$ cat src/rtl/spi_sensor_seq.sv
// spi_sensor_seq: N_CH-channel SPI sensor sequencer (config, paced reads, soft reset).
// Define SPI_SEQ_TIMEOUT_EN to enable the done watchdog and sticky err.
module spi_sensor_seq #(
    parameter int N_CH        = 2,
    parameter int SIZE_W      = 3,
    parameter int CFG_BYTES   = 3,
    parameter int CMD_BYTES   = 2,
    parameter int RD_BYTES    = 6,
    parameter int RST_BYTES   = 3,
    parameter int GAP_CYC     = 4,
    parameter int PERIOD_W    = 16,
    parameter int TIMEOUT_CYC = 1024,
    localparam int CH_W       = (N_CH > 1) ? $clog2(N_CH) : 1
) (
    input  logic                clk,
    input  logic                rst_n,
    input  logic                power,
    input  logic                done,
    input  logic [PERIOD_W-1:0] period,
    output logic [1:0]          data_select,
    output logic                transfer,
    output logic                receive,
    output logic [N_CH-1:0]     cs_n,
    output logic [SIZE_W-1:0]   data_size,
    output logic [CH_W-1:0]     ch,
    output logic                sample_valid,
    output logic                busy,
    output logic                err
);

    localparam logic [2:0] IDLE      = 3'd0;
    localparam logic [2:0] CFG       = 3'd1;
    localparam logic [2:0] GAP       = 3'd2;
    localparam logic [2:0] WAIT      = 3'd3;
    localparam logic [2:0] READ_CMD  = 3'd4;
    localparam logic [2:0] READ_DATA = 3'd5;
    localparam logic [2:0] SOFT_RST  = 3'd6;

    localparam logic [1:0] PH_CFG = 2'd0;
    localparam logic [1:0] PH_RD  = 2'd1;
    localparam logic [1:0] PH_SD  = 2'd2;
    localparam logic [1:0] PH_ABT = 2'd3;

    localparam int GAP_W = (GAP_CYC > 1) ? $clog2(GAP_CYC) : 1;
    localparam logic [GAP_W-1:0] GAP_LOAD = GAP_W'(GAP_CYC - 1);

    if (N_CH < 1 || GAP_CYC < 1 || TIMEOUT_CYC < 1 ||
        CFG_BYTES >= (1 << SIZE_W) || CMD_BYTES >= (1 << SIZE_W) ||
        RD_BYTES >= (1 << SIZE_W) || RST_BYTES >= (1 << SIZE_W)) begin : g_param_check
        $error("spi_sensor_seq: invalid parameter set");
    end

    logic [2:0]          state_q, state_d;
    logic [CH_W-1:0]     ch_q, ch_d;
    logic [1:0]          phase_q, phase_d;
    logic [GAP_W-1:0]    gap_q, gap_d;
    logic [PERIOD_W-1:0] per_q, per_d;
    logic [PERIOD_W-1:0] per_load;
    logic [CH_W-1:0]     ch_inc;
    logic                last_ch;
    logic                round_go;
    logic                shut_go;
    logic                to_hit;

    logic                xfer_d;
    logic                recv_d;
    logic [1:0]          sel_d;
    logic [SIZE_W-1:0]   size_d;
    logic                sv_d;

    assign ch_inc  = ch_q + CH_W'(1);
    assign last_ch = (ch_q == CH_W'(N_CH - 1));
    assign ch      = ch_q;

    // Counter holds the cycles left after the round-start cycle itself.
    assign per_load = (period != '0) ? period - PERIOD_W'(1) : '0;

    always_comb begin
        state_d  = state_q;
        ch_d     = ch_q;
        phase_d  = phase_q;
        gap_d    = gap_q;
        per_d    = (per_q != '0) ? per_q - PERIOD_W'(1) : '0;
        round_go = 1'b0;
        shut_go  = 1'b0;
        unique case (state_q)
            IDLE: begin
                if (power) begin
                    state_d = CFG;
                    ch_d    = '0;
                    phase_d = PH_CFG;
                end
            end
            CFG, READ_DATA, SOFT_RST: begin
                if (done) begin
                    state_d = GAP;
                    gap_d   = GAP_LOAD;
                end
            end
            READ_CMD: begin
                if (done) state_d = READ_DATA;
            end
            GAP: begin
                if (gap_q != '0) begin
                    gap_d = gap_q - GAP_W'(1);
                end else if (phase_q == PH_SD) begin
                    if (last_ch) begin
                        state_d = IDLE;
                    end else begin
                        state_d = SOFT_RST;
                        ch_d    = ch_inc;
                    end
                end else if (phase_q == PH_ABT || !power) begin
                    shut_go = 1'b1;
                end else if (!last_ch) begin
                    state_d = (phase_q == PH_CFG) ? CFG : READ_CMD;
                    ch_d    = ch_inc;
                end else if (phase_q == PH_CFG || per_q == '0) begin
                    round_go = 1'b1;
                end else begin
                    state_d = WAIT;
                end
            end
            WAIT: begin
                if (!power) shut_go = 1'b1;
                else if (per_q == '0) round_go = 1'b1;
            end
            default: state_d = IDLE;
        endcase
        if (round_go) begin
            state_d = READ_CMD;
            ch_d    = '0;
            phase_d = PH_RD;
            per_d   = per_load;
        end
        if (shut_go) begin
            state_d = SOFT_RST;
            ch_d    = '0;
            phase_d = PH_SD;
        end
        // Abort: drop cs_n, then shut down (or just stop if already resetting).
        if (to_hit) begin
            state_d = (state_q == SOFT_RST) ? IDLE : GAP;
            phase_d = PH_ABT;
            gap_d   = GAP_LOAD;
        end
    end

    always_comb begin
        xfer_d = 1'b0;
        recv_d = 1'b0;
        sel_d  = 2'b00;
        size_d = '0;
        case (state_d)
            CFG: begin
                xfer_d = 1'b1;
                sel_d  = 2'b01;
                size_d = SIZE_W'(CFG_BYTES);
            end
            READ_CMD: begin
                xfer_d = 1'b1;
                sel_d  = 2'b10;
                size_d = SIZE_W'(CMD_BYTES);
            end
            READ_DATA: begin
                xfer_d = 1'b1;
                recv_d = 1'b1;
                size_d = SIZE_W'(RD_BYTES);
            end
            SOFT_RST: begin
                xfer_d = 1'b1;
                sel_d  = 2'b11;
                size_d = SIZE_W'(RST_BYTES);
            end
            default: ;
        endcase
    end

    assign sv_d = (state_q == READ_DATA) && done;

    always_ff @(posedge clk or negedge rst_n) begin
        if (!rst_n) begin
            state_q      <= IDLE;
            ch_q         <= '0;
            phase_q      <= PH_CFG;
            gap_q        <= '0;
            per_q        <= '0;
            cs_n         <= '1;
            transfer     <= 1'b0;
            receive      <= 1'b0;
            data_select  <= 2'b00;
            data_size    <= '0;
            sample_valid <= 1'b0;
            busy         <= 1'b0;
        end else begin
            state_q      <= state_d;
            ch_q         <= ch_d;
            phase_q      <= phase_d;
            gap_q        <= gap_d;
            per_q        <= per_d;
            cs_n         <= ~(N_CH'(xfer_d) << ch_d);
            transfer     <= xfer_d;
            receive      <= recv_d;
            data_select  <= sel_d;
            data_size    <= size_d;
            sample_valid <= sv_d;
            busy         <= (state_d != IDLE);
        end
    end

`ifdef SPI_SEQ_TIMEOUT_EN
    localparam int TO_W = $clog2(TIMEOUT_CYC + 1);

    logic [TO_W-1:0] to_q;
    logic            in_xfer;
    logic            err_q;

    assign in_xfer = (state_q == CFG) || (state_q == READ_CMD) ||
                     (state_q == READ_DATA) || (state_q == SOFT_RST);
    assign to_hit  = in_xfer && !done &&
                     (to_q == TO_W'(TIMEOUT_CYC - 1));
    assign err     = err_q;

    always_ff @(posedge clk or negedge rst_n) begin
        if (!rst_n) begin
            to_q  <= '0;
            err_q <= 1'b0;
        end else begin
            if (state_d != state_q) to_q <= '0;
            else if (in_xfer) to_q <= to_q + TO_W'(1);
            if (state_q == IDLE && power) err_q <= 1'b0;
            else if (to_hit) err_q <= 1'b1;
        end
    end
`else
    assign to_hit = 1'b0;
    assign err    = 1'b0;
`endif

endmodule

$ cat config.mk
export PLATFORM = sky130hd
export DESIGN_NAME = spi_sensor_seq
export DESIGN_NICKNAME = d
export VERILOG_FILES = /design/src/rtl/spi_sensor_seq.sv
export SDC_FILE = /design/constraint.sdc
export NUM_CORES = 1
export LEC_CHECK = 0
export BUFFER_PORTS_ARGS = -buffer_cell sky130_fd_sc_hd__buf_4
export CELL_PAD_IN_SITES_DETAIL_PLACEMENT = 1
export CELL_PAD_IN_SITES_GLOBAL_PLACEMENT = 1
export CORE_ASPECT_RATIO = 0.7
export CORE_MARGIN = 5
export CORE_UTILIZATION = 43
export CTS_BUF_LIST = sky130_fd_sc_hd__clkbuf_8 sky130_fd_sc_hd__clkbuf_16
export CTS_CLUSTER_DIAMETER = 100
export DETAILED_ROUTE_END_ITERATION = 7
export GPL_TIMING_DRIVEN = 0
export HOLD_SLACK_MARGIN = 0.08
export PLACE_DENSITY_LB_ADDON = 0.12
export SYNTH_ARGS = -nofsm -noshare
export SYNTH_HDL_FRONTEND = slang
export SYNTH_SLANG_ARGS = --single-unit
$ cat constraint.sdc
create_clock -name clk -period 2.1 [get_ports clk]
set_input_delay 0.21 -clock clk [delete_from_list [all_inputs] [get_ports clk]]
set_output_delay 0.21 -clock clk [all_outputs]
set_load 0.03 [all_outputs]
==> out/qor.yml, run 1 <==
die_area_sq_um: 6578
yosysSeqAreaShare: 0.3824
clock_tree.root_cell: "clkbuf_8"
wl_per_cell_um: 18.39
fin_cells: 354
clk_latency_ns: 0.29
skew_ns: 0.005046
cp_max_fo: 4
dp_cells: 335
cts_sinks: 33
hp-class: "in -> reg"
avgSynthCellArea_sq_um: 9.216
num-fill-cells: 590
first_pass_iters: 6
place_ws_ns: -0.2804
drive_above_1_share: 0.3509
maxCapViolations: 0
track_usage: 0.1999
fin_ws_ns: 0.05259
drtIter0Drc: 79
wl_um: 6509
fmax_mhz: 488.4
seqPwrFrac: 0.368
cts_tree: "done"
grt_pass1_wl_um: 10250
core-area_sq_um: 4835
combPwrFrac: 0.481
nets: 308
die_w_um: 94.83
vdd_drop_max_mv: 0.6601
powerDensity_nw_per_um2: 1164
intPower_mw: 1.822
status: "finished, final reports clean"
ys_top_cells_by_area: "dfrtp_1, xnor2_1, o22ai_1"
netSwitchingFraction: 0.4361
cts-htree-levels: 2
p_leak_nw: 1.132
mappedNetlistArea_sq_um: 2166
fp.dieH_um: 69.38
ys.flop_type: "dfrtp_1"
diodes: 0
tightest_slew_ns: 0.5436
holdWs_ns: 0.1058
grt_max_degree: 34
clock_path_buffers: 2
ys_async_sr_fraction: 1.000
yosysTopAreaCellShare: 0.3582
ant_nets: 0
syn_inst: 235
io_pins: 33
slew-limit-headroom: 0.6348
period_needed_ns: 2.047
num_vias: 1952
ys_seq_elements: 33
switching_power_mw: 1.409
start_kind: "flop"
required_ns: 2.31
p_clk_frac: 0.152
drt_drc_violations_left: 0
grt_pass1_vias: 1991
placementRows: 21
place_congestion: 0.8176
yosys.area.top_type: "dfrtp_1"
synth.cells.most_frequent: "dfrtp_1, nor2_1, xnor2_1"
synth_edf_count: 0
portBuffers: 31
yosys.cell_count.top_type: "dfrtp_1"
fin_crit_sh: 0.9750
ys_types: 59
area_delta_synth_final_pct: 28.19
antenna_found_initial: 0
drv_slew: 0
clk_pin_slew_ns: 0.08
dpl.hpwl_um: 4594
final-hold-violation-count: 0
yosysWarnings: 0
cts_inserted_buffers: 5
grt_overflow: 0
cp.arrival_ns: 2.26
synth_nets: 259
start_util: 0.4480
path_class: "reg -> reg"
viasPerCell: 5.514
crit_path_end_kind: "flop"
setup_viol: 0
## registers in the layout, summed over array words and instances, names as in the netlist, 2 cells and up
| name | cells |
|---|---|
| gap_q | 2 |
| data_size | 2 |
| phase_q | 2 |
| per_q | 16 |
| state_q | 3 |
| cs_n | 2 |
## layer usage
metal | vias up | GRT usage | routed length, um | part of all wire
met3 | 9 | 0.04772 | 188 | 0.029
met2 | 34 | 0.2828 | 2894 | 0.44
met4 | 0 | 0.04960 | 87 | 0.013
met5 | - | 0 | 0 | 0
met1 | 974 | 0.3020 | 3340 | 0.51
li1 | 935 | - | - | -
## placed cells by master (no fill, tap or decap), types with 5 or more instances in the layout
| cell type | synthesis | routed |
|---|---|---|
| o22ai_1 | 14 | 14 |
| a21oi_1 | 11 | 11 |
| o21ai_0 | 7 | 7 |
| nand2b_1 | 7 | 7 |
| nand3_1 | 8 | 7 |
| buf_4 | 4 | 46 |
| nor2_1 | 21 | 21 |
| inv_2 | 1 | 6 |
| dfrtp_1 | 31 | 30 |
| xor2_1 | 10 | 9 |
| nand2_1 | 15 | 15 |
| inv_1 | 10 | 5 |
| xnor2_1 | 16 | 16 |
| clkbuf_8 | 0 | 5 |
| nor3_1 | 10 | 9 |
## power by group through the flow
stage | sequential [mW] | clock, mW | combinational (mW)
after floorplan | 1.19 | 0 | 0.865
after global placement | 1.14 | 0 | 1.28
after detailed placement | 1.16 | 0 | 1.31
after CTS | 1.15 | 0.500 | 1.41
after global routing | 1.22 | 0.536 | 1.69
final | 1.19 | 0.490 | 1.55
## logic make-up (layout without fill, tap and decap cells)
| group | Yosys count | count (layout) | synth area share |
|---|---|---|---|
| fa+ha+maj | 4 | 4 | 0.02311 |
| simple gates | 97 | 97 | 0.2692 |
| buf+inv | 21 | 71 | 0.04448 |
| other cells | 1 | 1 | 0.001731 |
| flops | 33 | 33 | 0.3824 |
| mux | 3 | 3 | 0.01444 |
| xor+xnor | 26 | 26 | 0.1051 |
| compound gates | 50 | 50 | 0.1595 |
## repair_timing
action | 4_1_cts | 5_1_grt
hold buffers | 1 | 0
resized for setup | 8 | 19
pin swaps | 4 | 7
endpoints found under the hold margin | 31 | 0
buffers inserted | 6 | 5
setup endpoints to repair | 26 | 25
## critical path, stage by stage (launching register included)
cell     delay, ns
dfrtp_1       0.40
buf_4         0.14
or4_4         0.50
or3_4         0.39
nor2_4        0.15
nand3_2       0.10
xor2_2        0.16
o22ai_2       0.13
## final cells by class
cell class	instances	area [sq um]	share of cell area
Timing Repair Buffer	43	325.3	0.1172
Tap cell	69	86.33	0.03110
Buffer	9	52.55	0.01893
Sequential cell	33	829.5	0.2988
Multi-Input combinational cell	181	1355	0.4881
Clock inverter	3	17.52	0.006309
Inverter	11	41.29	0.01487
Clock buffer	5	68.82	0.02479
## path summary, 6_finish.rpt
path | from | end | slack, ns | cells after the start
max reg2reg | per_q[1] | per_q[13] | 0.05 | 7
max in group asynchronous | rst_n | cs_n[1] | 1.34 | 2
min reg2reg | gap_q[0] | gap_q[0] | 0.50 | 1
max | per_q[1] | per_q[13] | 0.05 | 7
min in group asynchronous | rst_n | per_q[0] | 0.41 | 2
min | period[0] | per_q[0] | 0.11 | 2
## per-stage QoR
| stage | total power, mW | utilization | TNS (ns) | cell area [sq um] |
|---|---|---|---|---|
| 3_5_place_dp | 2.469 | 0.5140 | -3.752 | 2485 |
| 6_report | 3.231 | 0.5743 | 0 | 2776 |
| 4_1_cts | 3.059 | 0.5494 | 0 | 2656 |
| 5_1_grt | 3.449 | 0.5743 | -0.04420 | 2776 |
| 3_3_place_gp | 2.419 | 0.5140 | -2.369 | 2485 |
| 2_1_floorplan | 2.052 | - | 0 | 2166 |
Power figures use the tool's default switching activity.
==> run 2, diff against run 1 <==
Settings changed: CORE_UTILIZATION 43 to 45, CTS_BUF_LIST sky130_fd_sc_hd__clkbuf_8 sky130_fd_sc_hd__clkbuf_16 to sky130_fd_sc_hd__clkbuf_4 sky130_fd_sc_hd__clkbuf_8, SLEW_MARGIN set to 20.
==> run 2 against run 1 <==
Compared with the run above: cell area up 0.18%; largest power group unchanged; critical endpoint is now transfer; combinational power is essentially flat; total power fell by 1.3%; first-iteration DRC count decreased by 19%; die area is 3.9% lower; setup slack worse by 0.040 ns; highest routed layer unchanged; via count rose by 2.3%; clock-buffer cell count unchanged; sequential power barely moved; utilization rose by 1.4 points.
==> out/qor.yml, run 2 (same netlist as run 1, synthesis figures left out) <==
final-hold-violation-count: 0  # unchanged
grt_overflow: 0  # unchanged
fin_util: 0.5881  # +0.01382
ant_nets: 0  # unchanged
maxCapViolations: 0  # unchanged
skew_ns: 0.005259  # +0.0002127 ns
cts_inserted_buffers: 5  # unchanged
cp_max_fo: 5  # +1
dpl.hpwl_um: 4371  # -4.9%
viasPerCell: 5.788  # +5.0%
grt_pass1_vias: 1958  # -1.7%
drv_slew: 0  # unchanged
path_class: "reg -> reg"
drt_drc_violations_left: 0  # unchanged
num_vias: 1997  # +2.3%
required_ns: 2.28  # -0.03 ns
period_needed_ns: 2.088  # +0.04045 ns
crit_path_end_kind: "flop"
io_pins: 33  # unchanged
cts_tree: "done"
fp.dieH_um: 68.05  # -1.9%
fin_crit_sh: 0.9942  # +0.01926
largest_register_ffs: 16  # unchanged
placed_area_sq_um: 2470  # -0.60%
start_kind: "flop"
drtIter0Drc: 64  # -19%
top_register: "per_q"
layout_commonest_cell: "buf_4"
vdd_drop_max_mv: 0.7339  # +11%
rsz0062_at_grt: "yes"
fmax_mhz: 479.0  # -1.9%
clock_path_buffers: 2  # unchanged
layout_common_cells: "buf_4, dfrtp_1, nor2_1, xnor2_1"
area_delta_synth_final_pct: 28.42
setup_viol: 0  # unchanged
slew-limit-headroom: 0.6511  # +0.01635
grt_pass1_wl_um: 10300  # +0.54%
cts-htree-levels: 2  # unchanged
clk_latency_ns: 0.29  # about the same
die_area_sq_um: 6323  # -3.9%
fin_cells: 345  # -2.5%
place_ws_ns: -0.2834  # -0.002986 ns
grt_max_degree: 34  # unchanged
p_leak_nw: 1.154  # +1.9%
powerDensity_nw_per_um2: 1147  # -1.5%
num-fill-cells: 554  # -6.1%
drive_above_1_share: 0.3507  # about the same
p_total_mw: 3.189  # -1.3%
placementRows: 21  # unchanged
nets: 311  # +0.97%
postLayoutCellArea_sq_um: 2781  # +0.18%
first_pass_iters: 4  # -2
track_usage: 0.2122  # +0.01230
cts_sinks: 33  # unchanged
antenna_found_initial: 0  # unchanged
clk_pin_slew_ns: 0.08  # about the same
place_congestion: 0.8576  # +4.9%
die_w_um: 92.92  # -2.0%
core-area_sq_um: 4730  # -2.2%
diodes: 0  # unchanged
status: "finished, final reports clean"
reg_top3: "per_q: 16 flops, state_q: 3 flops"
cp.arrival_ns: 2.27  # about the same
clock_tree.root_cell: "clkbuf_8"
wl_um: 6436  # -1.1%
wl_per_cell_um: 18.66  # +1.5%
dp_cells: 323  # -3.6%
tightest_slew_ns: 0.5193  # -0.02433 ns
portBuffers: 31  # unchanged
fin_ws_ns: 0.01214  # -0.04045 ns
hp-class: "in -> reg"
start_util: 0.4579  # +0.009955
## run 2: cell count changes in the layout (fill, tap and decap cells not counted), sizes merged
cell and change:
buf +3
## run 2: where the power goes
group / total [mW] / internal (mW) / leakage [nW] / switching (mW)
registers: 1.18 / 0.890 / 0.410 / 0.286
logic: 1.52 / 0.681 / 0.700 / 0.842
clock network: 0.490 / 0.229 / 0.0439 / 0.261
total: 3.19 / 1.80 / 1.15 / 1.39
## run 2: path summary, 6_finish.rpt
check | start | cells after the start | to | slack, ns
setup / recovery | gap_q[0] | 8 | transfer | 0.01
setup reg to reg | gap_q[0] | 8 | transfer | 0.01
min in group asynchronous | rst_n | 2 | gap_q[0] | 0.40
hold / removal | period[0] | 2 | per_q[0] | 0.11
max in group asynchronous | rst_n | 2 | cs_n[1] | 1.35
hold reg to reg | gap_q[0] | 1 | gap_q[0] | 0.49
## run 2: metal layers
metal | wire length, um | global-route usage | vias to the layer above | share of wire
li1 | - | - | 944 | -
met1 | 3160 | 0.3186 | 998 | 0.49
met2 | 2894 | 0.3139 | 49 | 0.45
met3 | 313 | 0.04505 | 6 | 0.049
met4 | 68 | 0.04388 | 0 | 0.011
met5 | 0 | 0 | - | 0
## run 2: critical path, cell delays in order (launching register included)
cell	delay, ns
dfrtp_1	0.41
inv_2	0.08
ha_4	0.16
and4bb_2	0.29
nand3_1	0.12
o211a_1	0.13
a311o_2	0.37
mux2i_2	0.18
or2_1	0.23
## run 2: cell type report
type	instances	area, sq um	area share
Buffer	9	56.30	0.02024
Tap cell	57	71.32	0.02564
Clock buffer	5	68.82	0.02474
Sequential cell	33	829.5	0.2982
Clock inverter	3	17.52	0.006298
Multi-Input combinational cell	181	1349	0.4849
Inverter	11	41.29	0.01484
Timing Repair Buffer	46	347.8	0.1251
## run 2: through the flow
| step | hold slack [ns] | TNS (ns) |
|---|---|---|
| floorplan | -0.08559 | 0 |
| global placement | 0.1846 | -2.457 |
| detailed placement | 0.1898 | -3.524 |
| CTS | 0.1085 | 0 |
| global route | 0.1235 | -0.2003 |
| finish | 0.1140 | 0 |
## run 2: timing repair
action                                  in CTS  in global routing
endpoints found under the setup margin      27                 28
pin swaps                                    5                  5
buffers inserted                            10                  4
cloned                                       0                  0
resized for setup                           13                 14
hold buffers                                 1                  0
endpoints found under the hold margin       31                  0
==> run 3, diff against run 2 <==
Settings changed: CORE_ASPECT_RATIO 0.7 to unset.
==> run 3 against run 2 <==
Compared with the run above: final cell count is 2.0% lower; fmax is 3.6% higher; cell area is 1.8% lower; wire length is 16% lower; clock-buffer cell count is 3 higher; total power is 0.93% lower; critical path type unchanged.
==> out/qor.yml, run 3 (same netlist as run 1, synthesis figures left out) <==
fin_ws_ns: 0.08425  # +0.07212 ns
cts_inserted_buffers: 5  # unchanged
area_delta_synth_final_pct: 26.05
fmax_mhz: 496.1  # +3.6%
r2r_cells: 6  # -2
hp-class: "in -> reg"
grt_overflow: 0  # unchanged
seqPwrFrac: 0.363  # -0.006
ant_nets: 0  # unchanged
final-hold-violation-count: 0  # unchanged
first_pass_iters: 4  # unchanged
dpl.hpwl_um: 4054  # -7.2%
met3_length_um: 170  # -46%
drive_above_1_share: 0.3345  # -0.01619
fin_cells: 338  # -2.0%
diodes: 0  # unchanged
endpoint: "transfer"
io_pins: 33  # unchanged
required_ns: 2.27  # about the same
combPwrFrac: 0.475  # -0.003
place_ws_ns: -0.1556  # +0.1278 ns
cp_max_fo: 7  # +2
clock_tree.root_cell: "clkbuf_8"
grt_pass1_wl_um: 8942  # -13%
die_area_sq_um: 6300  # -0.35%
top_register: "per_q"
fp.dieH_um: 79.38  # +17%
dp_cells: 320  # -0.93%
viasPerCell: 5.615  # -3.0%
layout_commonest_cell: "buf_4"
portBuffers: 31  # unchanged
r2r-end: "transfer"
intPower_mw: 1.860  # +3.3%
placementRows: 25  # +19%
die_w_um: 79.38  # -15%
met1_length_um: 2370  # -25%
cts_sinks: 33  # unchanged
cts_tree: "done"
postLayoutCellArea_sq_um: 2730  # -1.8%
ff2ff_setup_slack_ns: 0.08  # +0.07 ns
grt_max_degree: 34  # unchanged
layout_common_cells: "buf_4, dfrtp_1, nor2_1, xnor2_1, nand2_1"
powerDensity_nw_per_um2: 1157  # +0.93%
p_total_mw: 3.160  # -0.93%
drtIter0Drc: 63  # -1.6%
netSwitchingFraction: 0.4113  # -0.02425
highest_layer: "met4"
switching_power_mw: 1.300  # -6.5%
clk_pin_slew_ns: 0.07  # about the same
track_usage: 0.1810  # -0.03120
nets: 307  # -1.3%
antenna_found_initial: 0  # unchanged
holdWs_ns: 0.1213  # +0.007232 ns
cp.arrival_ns: 2.18  # -0.09 ns
largest_register_ffs: 16  # unchanged
grt_pass1_vias: 1904  # -2.8%
wl_um: 5436  # -16%
drt_drc_violations_left: 0  # unchanged
path_class: "reg -> reg"
start_kind: "flop"
start_util: 0.4616  # +0.003663
period_needed_ns: 2.016  # -0.07212 ns
cts-htree-levels: 2  # unchanged
drv_slew: 0  # unchanged
crit_start: "state_q[0]"
placed_area_sq_um: 2466  # -0.15%
wl_per_cell_um: 16.08  # -14%
place_congestion: 0.8639  # +0.73%
vdd_drop_max_mv: 0.4093  # -44%
status: "finished, final reports clean"
skew_ns: 0.003829  # -0.001430 ns
maxCapViolations: 0  # unchanged
p_clk_frac: 0.162  # +0.008
setup_viol: 0  # unchanged
core-area_sq_um: 4692  # -0.79%
dr_wl_met2_um: 2810  # -2.9%
clock_path_buffers: 2  # unchanged
reg_top3: "per_q: 16 flops, state_q: 3 flops"
p_leak_nw: 1.145  # -0.77%
clk_latency_ns: 0.28  # about the same
fin_crit_sh: 0.9599  # -0.03434
r2r_start: "state_q[0]"
crit_path_end_kind: "flop"
num_vias: 1898  # -5.0%
run 3: worst min path at each step:
stage / slack [ns] / cells after the start / to / from
finish: 0.12 / 2 / per_q[0] / period[0]
global route: 0.12 / 2 / per_q[0] / period[0]
CTS: 0.12 / 2 / per_q[0] / period[0]
detailed placement: 0.17 / 1 / per_q[3] / rst_n
global placement: 0.17 / 1 / per_q[0] / rst_n
floorplan: -0.09 / 0 / busy / rst_n
run 3: critical path, cell delays in order, from the launching register on:
cell     delay [ns]
dfrtp_1        0.47
inv_1          0.19
a21oi_1        0.10
o221a_2        0.30
a311o_2        0.42
mux2i_2        0.19
or2_1          0.23
run 3: routing by layer:
| layer | track usage | vias to the layer above |
|---|---|---|
| met5 | 0 | - |
| met4 | 0.06357 | 0 |
| met3 | 0.02822 | 9 |
| met2 | 0.3392 | 42 |
| met1 | 0.2064 | 915 |
| li1 | - | 932 |
run 3: layout make-up:
type / count / area (sq um)
clock buffers: 8 / 97.59
fillers: 561 / 1962
well taps: 54 / 67.56
inverters: 11 / 41.29
flip-flops and latches: 33 / 829.5
repair buffers: 42 / 317.8
plain buffers: 9 / 57.56
multi-input cells: 181 / 1319
run 3: metrics by stage:
| stage | setup TNS [ns] | util |
|---|---|---|
| 6_report | 0 | 0.5819 |
| 5_1_grt | -0.0008802 | 0.5819 |
| 4_1_cts | 0 | 0.5627 |
| 3_5_place_dp | -1.826 | 0.5256 |
| 3_3_place_gp | -0.9202 | 0.5256 |
| 2_1_floorplan | 0 | - |
run 3: power by group through the flow:
stage	sequential (mW)	clock, mW	combinational (mW)
floorplan	1.19	0	0.865
global placement	1.13	0	1.28
detailed placement	1.14	0	1.33
CTS	1.13	0.525	1.41
global route	1.20	0.560	1.63
finish	1.15	0.512	1.50
run 3: timing repair:
item / 4_1_cts / 5_1_grt
buffers inserted: 7 / 3
hold buffers: 1 / 0
pin swaps: 2 / 3
gates resized for setup: 5 / 16
endpoints found under the setup margin: 19 / 25
hold endpoints to repair: 31 / 0
